$ cat src/rtl/rf_16x_onehot_wr.sv
// 16-entry register file written by a one-hot decoder enable, with two registered
// read ports, same-edge write-to-read bypass and a sticky illegal-enable flag.
module rf_16x_onehot_wr #(
    parameter int W = 16
) (
    input  logic         clk,
    input  logic         rst_n,
    input  logic [15:0]  R_en,
    input  logic [W-1:0] wr_data,
    input  logic         rd_en,
    input  logic [3:0]   rd_addr_a,
    input  logic [3:0]   rd_addr_b,
    input  logic         err_clr,
    output logic [W-1:0] rd_data_a,
    output logic [W-1:0] rd_data_b,
    output logic         rd_valid,
    output logic         wr_err
);

    // Read handshake: rd_en sampled high at an edge makes rd_valid high for exactly the
    // following cycle with fresh rd_data_a/b; there is no ready, the consumer must take it.

    logic [W-1:0] r_regs [16];
    logic [W-1:0] r_rd_data_a;
    logic [W-1:0] r_rd_data_b;
    logic         r_rd_valid;
    logic         r_wr_err;

    logic         w_multi_hot;
    logic [15:0]  w_we;
    logic [W-1:0] w_rd_a;
    logic [W-1:0] w_rd_b;

    // Any two set bits survive x & (x-1); zero and one-hot vectors do not.
    assign w_multi_hot = (R_en & (R_en - 16'd1)) != 16'd0;

    // Register r is driven by enable bit (r+1) mod 16, i.e. R_en rotated right by one.
    assign w_we = w_multi_hot ? 16'd0 : {R_en[0], R_en[15:1]};

    assign w_rd_a = w_we[rd_addr_a] ? wr_data : r_regs[rd_addr_a];
    assign w_rd_b = w_we[rd_addr_b] ? wr_data : r_regs[rd_addr_b];

    always_ff @(posedge clk or negedge rst_n) begin
        if (!rst_n) begin
            for (int i = 0; i < 16; i++) begin
                r_regs[i] <= '0;
            end
        end else begin
            for (int i = 0; i < 16; i++) begin
                if (w_we[i]) begin
                    r_regs[i] <= wr_data;
                end
            end
        end
    end

    always_ff @(posedge clk or negedge rst_n) begin
        if (!rst_n) begin
            r_rd_data_a <= '0;
            r_rd_data_b <= '0;
            r_rd_valid  <= 1'b0;
        end else begin
            r_rd_valid <= rd_en;
            if (rd_en) begin
                r_rd_data_a <= w_rd_a;
                r_rd_data_b <= w_rd_b;
            end
        end
    end

    // A new illegal enable outranks a simultaneous clear.
    always_ff @(posedge clk or negedge rst_n) begin
        if (!rst_n) begin
            r_wr_err <= 1'b0;
        end else if (w_multi_hot) begin
            r_wr_err <= 1'b1;
        end else if (err_clr) begin
            r_wr_err <= 1'b0;
        end
    end

    assign rd_data_a = r_rd_data_a;
    assign rd_data_b = r_rd_data_b;
    assign rd_valid  = r_rd_valid;
    assign wr_err    = r_wr_err;

endmodule
$ cat config.mk
export PLATFORM = sky130hd
export DESIGN_NAME = rf_16x_onehot_wr
export DESIGN_NICKNAME = d
export VERILOG_FILES = /design/src/rtl/rf_16x_onehot_wr.sv
export SDC_FILE = /design/constraint.sdc
export NUM_CORES = 1
export LEC_CHECK = 0
export CAP_MARGIN = 20
export CORE_MARGIN = 2
export CORE_UTILIZATION = 53
export CTS_BUF_LIST = sky130_fd_sc_hd__clkbuf_8
export CTS_CLUSTER_SIZE = 30
export DETAILED_ROUTE_END_ITERATION = 7
export PLACE_DENSITY = 0.71
export REMOVE_ABC_BUFFERS = 1
export SETUP_SLACK_MARGIN = 0.4
export SYNTH_ARGS = -nofsm -noshare
export SYNTH_HDL_FRONTEND = slang
export SYNTH_SLANG_ARGS = --single-unit
$ cat constraint.sdc
create_clock -name clk -period 2.2 [get_ports clk]
set_input_delay 0.33 -clock clk [delete_from_list [all_inputs] [get_ports clk]]
set_output_delay 0.33 -clock clk [all_outputs]
set_load 0.005 [all_outputs]
* Yosys cells after proc, flatten, opt, wreduce, memory -nomap -nowiden *
Index checks and enable logic that the tools add are counted.

cells by class
  bitwise gates (word level) = 3
  $add $sub $neg = 1
  muxes and demuxes = 15
  reduce and logical (&&, ||, !) cells = 2
  $lt $le $gt $ge = 4

operators by type and width
  operator                 count
  $bmux W16 S4             2
  $mux W16                 7
  $and A16 B16 Y16         1
  $reduce_bool A16 Y1      1
  $sub A16 B1 Y16 const B  1
  $ge A5 B5 Y1 const B     2
  $lt A4 B5 Y1 const B     2
  $not A4 Y5               2
  $bmux W1 S4              2
  $mux W1                  4
  $reduce_bool A2 Y1       1

word-level totals
  output and inout port bits = 34
  register bits = 290
  bits of input ports = 44

* Longest topological paths before layout *
  word-level depth = 7
  gate-level depth with buffers = 9
  gate-level depth less buffers = 6

* Worst setup path before layout *
No wires, ideal clock.

  kind = input -> register
  start = input port R_en[1]
  end = register r_regs[197] (netlist name)
  stages = 9
  arrival = 2,852 ps
  path slack = -777 ps
  path buffers = 3
  cell sequence = buf_2 -> or4_4 -> a2111oi_0 -> nand4b_1 -> a211oi_4 -> buf_12 -> nand2_8 -> buf_8 -> mux2_4

on the way
  cells in the longest elaborated chain, start to end = 4

ends and longest elaborated chain
  element                          RTL line  source
  from (decl)                      8         input logic [15:0] R_en,
  $sub A16 B1 Y16                  35        assign w_multi_hot = (R_en & (R_en - 16'd1)) != 16'd0;
  $and A16 B16 Y16 (*)             35
  $reduce_bool A16 Y1 (*)          35
  $mux W16 (*)                     38        assign w_we = w_multi_hot ? 16'd0 : {R_en[0], R_en[15:1]};
  to (signal, indexed assignment)  51        r_regs[i] <= wr_data;
  to (decl)                        23        logic [W-1:0] r_regs [16];

Mark *: on every way between the ends. The rest lies on a longest branch, timed or not.
A chain may end at the register's enable or synchronous reset.

* Worst setup path in the final report *
  start = input port R_en[1]
  end = register r_regs[187] (netlist name)

Same word-level chain as after synthesis.

==> impl_metrics.py <==
metrics = {
    "setup_path": {
        "rr_startpoint": "r_regs[93]$_DFFE_PN0P_",
        "r2r_slack_ps": 420,
        "critPathArrivalTime_ps": 2710,
        "crit_type": "input port to flop",
        "cp-start-kind": "input port",
        "critPathMaxFanout": 16,
        "critPathRequiredTime_ps": 2650,
        "timing.rr.end": "rd_data_b[13]$_DFFE_PN0P_",
        "r2r_cells": 4,
        "critical_path.endpoint_type": "flop",
    },
    "synthesis": {
        "synth_top_area_cell": "dfrtp_1",
        "yosysTopAreaCellShare": 0.449,
        "post_synth.cell_area_avg_um2": 16.1,
        "yosysWarnings": 0,
        "async_flop_share": 1.00,
        "synth_seq_cells": 290,
        "synth_edf_count": 0,
        "ys.flop_type": "dfrtp_1",
        "syn_area_um2": 16200,
        "synthTopCellsByArea": "dfrtp_1 (45%), mux4_2 (23%), mux2_2 (11%), mux2_4 (9.3%), a31oi_1 (1.3%)",
        "ys_types": 38,
        "seq_area_frac_synth": 0.449,
        "synth_cells": 1007,
    },
    "detailed_routing": {
        "met2_length_um": 20900,
        "vias": 10500,
        "drt_pass1_iterations": 7,
        "drt-met1-wl_um": 18700,
        "top_layer": "met4",
        "wl_um": 46300,
        "dr_wl_met3_um": 4770,
        "drt-initial-drc-count": 1043,
        "wire_per_inst_um": 29.3,
        "vias_per_cell": 6.64,
        "ant_nets": 0,
        "drc_errors": 0,
    },
    "global_route": {
        "grt_pass1_wl_um": 70100,
        "grt_pass1_vias": 11000,
        "grt_max_degree": 66,
        "antenna_found_initial": 1,
        "overflow": 0,
        "track_usage": 0.305,
    },
    "job": {
        "cap_viol_max_count": 0,
    },
    "timing": {
        "fmax_mhz": 442,
        "hold_viol": 0,
        "fin_skew_ps": 28.3,
        "relSlewSlack": 0.454,
        "worstMarginPinSlew_ps": 817,
        "rsz0062_at_grt": "yes",
        "drv_slew": 0,
        "setup_viol": 106,
        "post-route-period-util": 1.03,
        "fin_ws_ps": -62.2,
        "tns_ps": -2200,
        "fin_crit_ps": 2260,
    },
    "status": {
        "status": "finished, violations left",
        "failed_checks": "negative setup slack",
    },
    "cts": {
        "tritoncts": "done",
        "clk_path_buf_depth": 3,
        "clkSinkCount": 290,
        "clock_latency_ps": 590,
        "h-tree-depth": 2,
        "cts-root-buf": "clkbuf_8",
        "cts_buffers": 50,
        "clk_pin_slew_ps": 60,
    },
    "floorplanning": {
        "core_area_um2": 29900,
        "design.die.area_um2": 31900,
        "die_h_um": 179,
        "num_rows": 63,
        "die_w_um": 179,
        "floorplan.initialDensity": 0.541,
        "ioPinCount": 78,
    },
    "place": {
        "pre_cts_slack_ps": -1130,
        "placed_area_um2": 17800,
        "port_buffers": 77,
        "place.gp.congestion": 0.880,
        "place_hpwl_um": 27500,
    },
    "finish": {
        "num_antenna_cells": 0,
        "nNetsFinal": 1198,
        "area_growth_pct": 21.9,
        "drive_above_1_share": 0.583,
        "fin_util": 0.660,
        "finish.instance_area_um2": 19700,
    },
    "power": {
        "powerDensity_nw_per_um2": 578,
        "p_leak_uw": 0.00913,
        "power.total_uw": 11400,
        "peakVddDrop_uv": 392,
    },
    "hold_path": {
        "hold_end": "rd_valid$_DFF_PN0_",
        "holdPathStages": 2,
        "hp-class": "input port to flop",
        "min_from": "rd_en",
    },
}
## where the power goes
group | leakage (uW) | switching, uW | internal [uW]
sequential | 0.00400 | 34.0 | 5380
clock | 0.000585 | 2250 | 2660
combinational | 0.00455 | 620 | 441
total | 0.00913 | 2900 | 8490
## area by class of cell
type | instances | area (um2)
fill | 2025 | 10200
multi-input combinational | 615 | 8680
tap | 390 | 488
inverter | 1 | 3.75
clock inverter | 30 | 183
timing repair buffer | 196 | 2300
clock buffer | 59 | 812
sequential | 290 | 7260
## what timing repair did
item / in CTS / in global routing
gates cloned: 14 / 1
pin swaps: 51 / 23
hold buffers: 1 / 0
hold endpoints to repair: 56 / 0
buffers inserted: 12 / 1
resized for setup: 145 / 29
setup endpoints to repair: 301 / 293
## cells in the mapped netlist (2+ instances only)
master	n
nand2_8	10
or2_2	2
mux2i_1	6
nand4_1	2
buf_1	22
a31oi_1	33
nor3_1	3
nor2_1	35
buf_4	4
clkbuf_1	44
buf_2	14
nand2b_1	2
a211oi_1	2
mux4_2	166
mux4_1	2
buf_12	10
nand3_1	32
o21ai_0	34
dfrtp_1	290
nor4_1	4
clkbuf_4	10
nand2_2	6
clkbuf_8	2
mux2_4	100
buf_6	2
a211o_2	2
mux2_2	156
a2111oi_0	2
## how the worst max path moves through the flow
| stage | start | to | slack (ps) | cells after the start |
|---|---|---|---|---|
| after CTS | R_en[6] | r_regs[77]$_DFFE_PN0P_ | 20 | 11 |
| after global routing | R_en[0] | r_regs[189]$_DFFE_PN0P_ | -90 | 10 |
| after floorplan | R_en[0] | r_regs[0]$_DFFE_PN0P_ | -2420 | 6 |
| after global placement | R_en[0] | r_regs[44]$_DFFE_PN0P_ | -1070 | 9 |
| final | R_en[1] | r_regs[187]$_DFFE_PN0P_ | -60 | 10 |
| after detailed placement | R_en[0] | r_regs[44]$_DFFE_PN0P_ | -1130 | 9 |
## kinds of logic (layout without fill, tap and decap cells)
kind of cell / Yosys count / in the layout / synth area share
muxes: 430 / 430 / 0.440
DFF: 290 / 290 / 0.449
buffers and inverters: 110 / 286 / 0.0428
and+or+nand+nor: 99 / 107 / 0.0391
AOI/OAI and AO/OA: 78 / 78 / 0.0297
## cells in the final DEF (no fill, tap or decap), types with 5 or more instances in the layout
cell type	Yosys	layout
clkdlybuf4s50_1	0	38
mux2_4	100	100
clkbuf_8	2	59
a31oi_1	33	32
buf_16	0	7
nand3_2	0	13
dfrtp_1	290	290
nand2_8	10	19
dlygate4sd2_1	0	20
mux4_2	166	166
nor2_1	35	34
inv_1	1	22
buf_4	4	58
mux2_2	156	156
buf_12	10	36
o21ai_1	0	8
o21ai_2	0	14
dlymetal6s2s_1	0	6
nand3_1	32	18
buf_6	2	22
buf_2	14	5
o21ai_0	34	9
## state kept, by name, indices dropped and copies added (netlist names)
signal / count
r_regs: 256
rd_data_a: 16
rd_data_b: 16
rd_valid: 1
wr_err: 1
## through the flow
step	hold slack, ps	instances
CTS	156	1579
global route	170	1581
detailed placement	355	1463
finish	165	1581
floorplan	34.4	898
global placement	356	1463
## per-layer routing
layer,vias up,track usage
met5,-,0
met4,0,0.118
met3,114,0.102
met2,569,0.452
met1,5563,0.419
li1,4253,-
## worst max-delay path, stage by stage
cell and delay, ps:
buf_6 100, or4_4 570, a2111oi_4 210, nand4b_1 240, a211oi_4 280, buf_6 140
buf_12 100, buf_16 170, nand2_8 200, mux2_4 350
Note: power is estimated with default switching activity, not from simulation.
